--- src/rtl/audio_level_meter_multi.sv ---
// audio_level_meter_multi: multi-channel PCM level meter with log-scaled bar and peak hold.
// Ports:
//   clk, reset_n              clock (rising edge), asynchronous active-low reset
//   i_valid/i_ready           sample handshake; i_ready drops while the sample's channel has a section pending
//   i_channel, i_value        channel tag (out-of-range tags are accepted and discarded) and signed sample
//   o_valid/o_ready           indicator word handshake, round-robin across pending channels
//   o_channel, o_array        channel of the word; bits below the bar position set, plus the peak-hold bit
// Optional: define LEVEL_METER_PEAK_DECAY_EN to let a released peak fall one segment per section
// instead of dropping straight to the current position.
module audio_level_meter_multi #(
    parameter int CHANNELS             = 2,
    parameter int SAMPLE_WIDTH         = 16,
    parameter int INDICATOR_WIDTH      = 32,
    parameter int SECTION_SAMPLE_COUNT = 32,
    parameter int PEAK_HOLD_SECTIONS   = 13781,
    localparam int CW = (CHANNELS > 1) ? $clog2(CHANNELS) : 1
) (
    input  logic                           clk,
    input  logic                           reset_n,
    input  logic                           i_valid,
    output logic                           i_ready,
    input  logic [CW-1:0]                  i_channel,
    input  logic signed [SAMPLE_WIDTH-1:0] i_value,
    output logic                           o_valid,
    input  logic                           o_ready,
    output logic [CW-1:0]                  o_channel,
    output logic [INDICATOR_WIDTH-1:0]     o_array
);
    localparam int SW    = SAMPLE_WIDTH;
    localparam int IW    = INDICATOR_WIDTH;
    localparam int NSLOT = 1 << CW;
    localparam int CNTW  = $clog2(SECTION_SAMPLE_COUNT);
    localparam int PW    = $clog2(IW + 1);
    localparam int HW    = (PEAK_HOLD_SECTIONS > 0) ? $clog2(PEAK_HOLD_SECTIONS + 1) : 1;
    localparam int OFF   = 2 * SW - IW;

    logic signed [SW-1:0] min_q [CHANNELS];
    logic signed [SW-1:0] max_q [CHANNELS];
    logic [CNTW-1:0]      cnt_q [CHANNELS];
    logic [SW-1:0]        span_q [CHANNELS];
    logic [PW-1:0]        peak_q [CHANNELS];
    logic [HW-1:0]        hold_q [CHANNELS];
    logic [CHANNELS-1:0]  done_q, pend_q, done_d, clr;
    logic                 o_valid_q;
    logic [CW-1:0]        o_channel_q, rr_q, rr_d, sel;
    logic [IW-1:0]        o_array_q, array_d;
    logic [NSLOT-1:0]     ch_ok, pend_x;
    logic signed [SW-1:0] min_d, max_d;
    logic [SW-1:0]        span_d;
    logic [CNTW-1:0]      cnt_d;
    logic [PW-1:0]        p, peak_d;
    logic [HW-1:0]        hold_d;
    logic                 in_range, acc, first, last, found, load;
    int                   idx;

    // 2*msb + next-bit + 1, shifted down so full scale lands on the top segment.
    function automatic logic [PW-1:0] pos(input logic [SW-1:0] s);
        logic [SW:0] sx;
        int m, b, raw;
        sx = {s, 1'b0};
        m = -1;
        b = 0;
        for (int k = 0; k < SW; k++) begin
            if (s[k]) begin
                m = k;
                b = int'(sx[k]);
            end
        end
        raw = (m < 0) ? 0 : 2 * m + b + 1;
        return (raw <= OFF) ? '0 : PW'(raw - OFF);
    endfunction

    for (genvar g = 0; g < NSLOT; g++) begin : g_ok
        assign ch_ok[g] = (g < CHANNELS);
    end

    assign pend_x    = NSLOT'(pend_q);
    assign in_range  = ch_ok[i_channel];
    assign i_ready   = !in_range || !pend_x[i_channel];
    assign acc       = i_valid && i_ready && in_range;
    assign load      = !o_valid_q || o_ready;
    assign o_valid   = o_valid_q;
    assign o_channel = o_channel_q;
    assign o_array   = o_array_q;

    always_comb begin
        first  = cnt_q[i_channel] == '0;
        last   = cnt_q[i_channel] == CNTW'(SECTION_SAMPLE_COUNT - 1);
        min_d  = (first || i_value < min_q[i_channel]) ? i_value : min_q[i_channel];
        max_d  = (first || i_value > max_q[i_channel]) ? i_value : max_q[i_channel];
        cnt_d  = last ? '0 : cnt_q[i_channel] + 1'b1;
        span_d = max_d - min_d;
        done_d = (acc && last) ? CHANNELS'(1) << i_channel : '0;
    end

    always_comb begin
        found = 1'b0;
        sel   = '0;
        idx   = 0;
        for (int i = 0; i < CHANNELS; i++) begin
            idx = int'(rr_q) + i;
            idx = (idx >= CHANNELS) ? idx - CHANNELS : idx;
            if (!found && pend_x[CW'(idx)]) begin
                found = 1'b1;
                sel   = CW'(idx);
            end
        end
        rr_d = (sel == CW'(CHANNELS - 1)) ? '0 : sel + 1'b1;
        clr  = (load && found) ? CHANNELS'(1) << sel : '0;
        p    = pos(span_q[sel]);
        if (p >= peak_q[sel]) begin
            peak_d = p;
            hold_d = HW'(PEAK_HOLD_SECTIONS);
        end else if (hold_q[sel] != '0) begin
            peak_d = peak_q[sel];
            hold_d = hold_q[sel] - 1'b1;
        end else begin
`ifdef LEVEL_METER_PEAK_DECAY_EN
            // p < peak here, so one step down never undershoots the current position.
            peak_d = peak_q[sel] - 1'b1;
`else
            peak_d = p;
`endif
            hold_d = '0;
        end
        for (int k = 0; k < IW; k++) array_d[k] = (k < int'(p)) || (k == int'(peak_d) - 1);
    end

    always_ff @(posedge clk or negedge reset_n) begin
        if (!reset_n) begin
            for (int c = 0; c < CHANNELS; c++) begin
                min_q[c]  <= '0;
                max_q[c]  <= '0;
                cnt_q[c]  <= '0;
                span_q[c] <= '0;
                peak_q[c] <= '0;
                hold_q[c] <= '0;
            end
            done_q      <= '0;
            pend_q      <= '0;
            o_valid_q   <= 1'b0;
            o_channel_q <= '0;
            o_array_q   <= '0;
            rr_q        <= '0;
        end else begin
            if (acc) begin
                min_q[i_channel] <= min_d;
                max_q[i_channel] <= max_d;
                cnt_q[i_channel] <= cnt_d;
                if (last) span_q[i_channel] <= span_d;
            end
            done_q <= done_d;
            // i_ready is low while pending, so set and clear never target the same channel.
            pend_q <= (pend_q | done_q) & ~clr;
            if (load) begin
                o_valid_q <= found;
                if (found) begin
                    o_channel_q  <= sel;
                    o_array_q    <= array_d;
                    peak_q[sel]  <= peak_d;
                    hold_q[sel]  <= hold_d;
                    rr_q         <= rr_d;
                end
            end
        end
    end
endmodule
--- config.mk ---
export PLATFORM = sky130hd
export DESIGN_NAME = audio_level_meter_multi
export DESIGN_NICKNAME = d
export VERILOG_FILES = /design/src/rtl/audio_level_meter_multi.sv
export SDC_FILE = /design/constraint.sdc
export NUM_CORES = 1
export LEC_CHECK = 0
export CAP_MARGIN = 10
export CORE_UTILIZATION = 25
export DETAILED_ROUTE_END_ITERATION = 12
export GPL_TIMING_DRIVEN = 1
export PLACE_DENSITY_LB_ADDON = 0.25
export SYNTH_ARGS = -nofsm -noshare
export SYNTH_HDL_FRONTEND = slang
export SYNTH_SLANG_ARGS = --single-unit
--- constraint.sdc ---
create_clock -name clk -period 4.31 [get_ports clk]
set_input_delay 0.862 -clock clk [delete_from_list [all_inputs] [get_ports clk]]
set_output_delay 0.862 -clock clk [all_outputs]
set_load 0.02 [all_outputs]
==> flow_summary.ini <==
[status]
status = finished, violations left
violations = setup timing

[finish]
final_nets = 1621
utilization_pct = 35.8
fin_cells = 2147
syn_to_final_growth_pct = 41.2
diodes = 0
fill_cells = 4484
layout-drive-gt1-share_pct = 28.5

[yosys]
yosys.area_share.simple_pct = 19.9
yosys.area.top_type = dfrtp_1
synth-warning-count = 0
avgSynthCellArea_um2 = 8.65
synth_edf_count = 0
synth_top_area_share_pct = 41.2
ys_async_sr_fraction_pct = 100
synthTopCellsByCount = 221 x nand2_1, 185 x dfrtp_1, 165 x o21ai_0
ys_seq_area_share_pct = 41.2
syn-cell-area_um2 = 11200
ys_seq_elements = 185
ys_top_cells_by_area = dfrtp_1 41%, nand2_1 7.4%, o21ai_0 7.4%, ha_1 6.4%, mux2i_1 4.9%
synth_top_family_by_area = compound AO/OA/AOI/OAI gates
synth_flop_cell = dfrtp_1
synth_most_common_cell = nand2_1
yosys.area_share.adder_pct = 6.53
synth_mux_area_share_pct = 5.50
synth_compound_area_share_pct = 20.8
synthCells = 1299
synthXorXnorAreaFrac_pct = 1.55
ys_types = 78
syn_nets = 1378

[timing]
worst_pin_slew_ns = 0.931
fin_skew_ns = 0.00875
relSlewSlack_pct = 37.7
tns_ns = -0.339
fin_crit_sh_pct = 103
setup_violations = 6
rsz0062_at_grt = yes
max_freq_mhz = 225
finalHoldViolations = 0
min_period_ns = 4.44
maxSlewViolCount = 0
holdWs_ns = 0.457
finalWorstSetupSlack_ns = -0.127

[critical_path]
cp.arrival_ns = 4.81
slowest_delay_ns = 0.49
cp-end-kind = flip-flop
path_common_cell = buf_6
crit_path_start_kind = primary input
cp_top_family = simple AND/OR/NAND/NOR gates
crit_fanout = 6
crit_required_ns = 4.68
timing.critical_path.buf_inv = 7
crit_type = primary input to flip-flop
cpMaxStageDelayCell = or4_1

[floorplanning]
initial_core_util_pct = 25.4
io_pins = 56
die-height_um = 214
num_rows = 77
core_um2 = 44200
dieArea_um2 = 45800
die_w_um = 214

[clock_network]
clockRootBuffer = clkbuf_16
cts_tree = yes
h-tree-depth = 4
cts_buffers = 17
clock-sinks = 185
cts.clk_slew.worst_paths_ns = 0.07
cts_buffer_depth = 2
clk_latency_ns = 0.45

[power_and_ir_drop]
p_per_area_nw_per_um2 = 329
ir_drop_v = 0.000177
p_leak_nw = 6.95

[placement]
io_buffers = 55
dp_cells = 2072
post-dp-hpwl_um = 23100
place_congestion = 0.801

[drt]
wl_um = 33100
drc = 0
wl_per_cell_um = 15.4
viasPerCell = 4.75
first_pass_iters = 6
vias = 10200
drtAntennaViolNets = 0
drt_iter0_drc = 525

[run]
cap_violations = 0

[global_route]
grt-ovfl-total = 0
grt_antenna_before_repair = 0
grt_pass1_vias = 10100
grt_usage_pct = 14.3
grt_pass1_wl_um = 53100
grt_max_degree = 97

[min_path]
hold_path_class = flip-flop to flip-flop
-- cell type report --
cell class	count	area, um2	area share (%)
multi-input cells	997	7030	44.4
well taps	592	741	4.67
flip-flops and latches	185	4630	29.2
clock buffers	21	460	2.90
inverters	45	169	1.07
repair buffers	296	2650	16.7
clock inverters	11	168	1.06
-- layer usage --
layer | vias to the layer above | GRT usage, % | part of all wire, %
li1 | 5109 | - | -
met1 | 4885 | 18.8 | 47
met2 | 169 | 24.2 | 48
met3 | 29 | 2.47 | 3.0
met4 | 0 | 3.53 | 1.3
met5 | - | 0 | 0
-- path summary, 6_finish.rpt --
path | startpoint | endpoint | slack (ns) | cells after the start
worst max-delay path | i_channel | span_q[31]$_DFFE_PN0P_ | -0.13 | 26
worst min-delay path | done_q[0]$_DFF_PN0_ | pend_q[0]$_DFF_PN0_ | 0.46 | 2
worst max register to register | rr_q$_DFFE_PN0P_ | o_array[22]$_DFFE_PN0P_ | 0.07 | 21
worst min register to register | done_q[0]$_DFF_PN0_ | pend_q[0]$_DFF_PN0_ | 0.46 | 2
max in group asynchronous | reset_n | span_q[2]$_DFFE_PN0P_ | 2.90 | 2
min in group asynchronous | reset_n | hold_q[5]$_DFFE_PN0P_ | 0.47 | 1
-- sequential cells by signal, indices dropped and copies added (netlist names) --
name	cells
done_q	2
hold_q	28
pend_q	2
min_q	32
max_q	32
cnt_q	10
span_q	32
o_valid	1
o_array	32
peak_q	12
rr_q	1
o_channel	1
-- what timing repair did --
action                     CTS  global route
hold buffers                 0             0
setup endpoints to repair   47            55
setup buffers               18            21
resized for setup           74           108
cloned                       3             4
pin swaps                   33            71
-- logic make-up after synthesis --
kind of cell / Yosys count
buffers and inverters: 117
DFF: 185
and+or+nand+nor: 476
xor gates and xnor gates: 19
AOI/OAI and AO/OA: 383
adders and majority gates: 58
muxes: 61
-- layout by cell type, fill, tap and decap left out, types with 12 or more instances in the layout --
cell type,instances
nand2_1,215
buf_4,208
dfrtp_1,184
o21ai_0,140
nor2_1,97
a21oi_1,55
clkdlybuf4s50_1,47
ha_1,46
inv_1,37
mux2i_1,36
a31oi_1,26
nor3_1,23
clkbuf_16,20
o21ai_1,18
a21oi_2,17
nand3_1,17
buf_6,15
nand4_1,14
a211oi_1,14
nand2b_1,13
nand3b_1,13
nor2b_1,12
-- worst min-delay path, cell delays in order (launching register included) --
cell and delay [ns]:
dfrtp_1 0.32, nor2_1 0.03, nor2_1 0.07
-- where the power goes --
part	internal [mW]	switching, mW
Combinational	0.828	0.799
Sequential	1.82	0.0540
Clock	1.00	0.724
-- through the flow --
| step | worst slack, ns | cell area (um2) | total power [mW] |
|---|---|---|---|
| after floorplan | -0.663 | 11600 | 2.60 |
| after global placement | -1.00 | 14000 | 3.21 |
| after detailed placement | -1.08 | 14000 | 3.22 |
| after CTS | -0.197 | 15100 | 5.16 |
| after global routing | -0.359 | 15900 | 5.51 |
| final | -0.127 | 15900 | 5.22 |
Note: power is estimated with default switching activity, not from simulation.
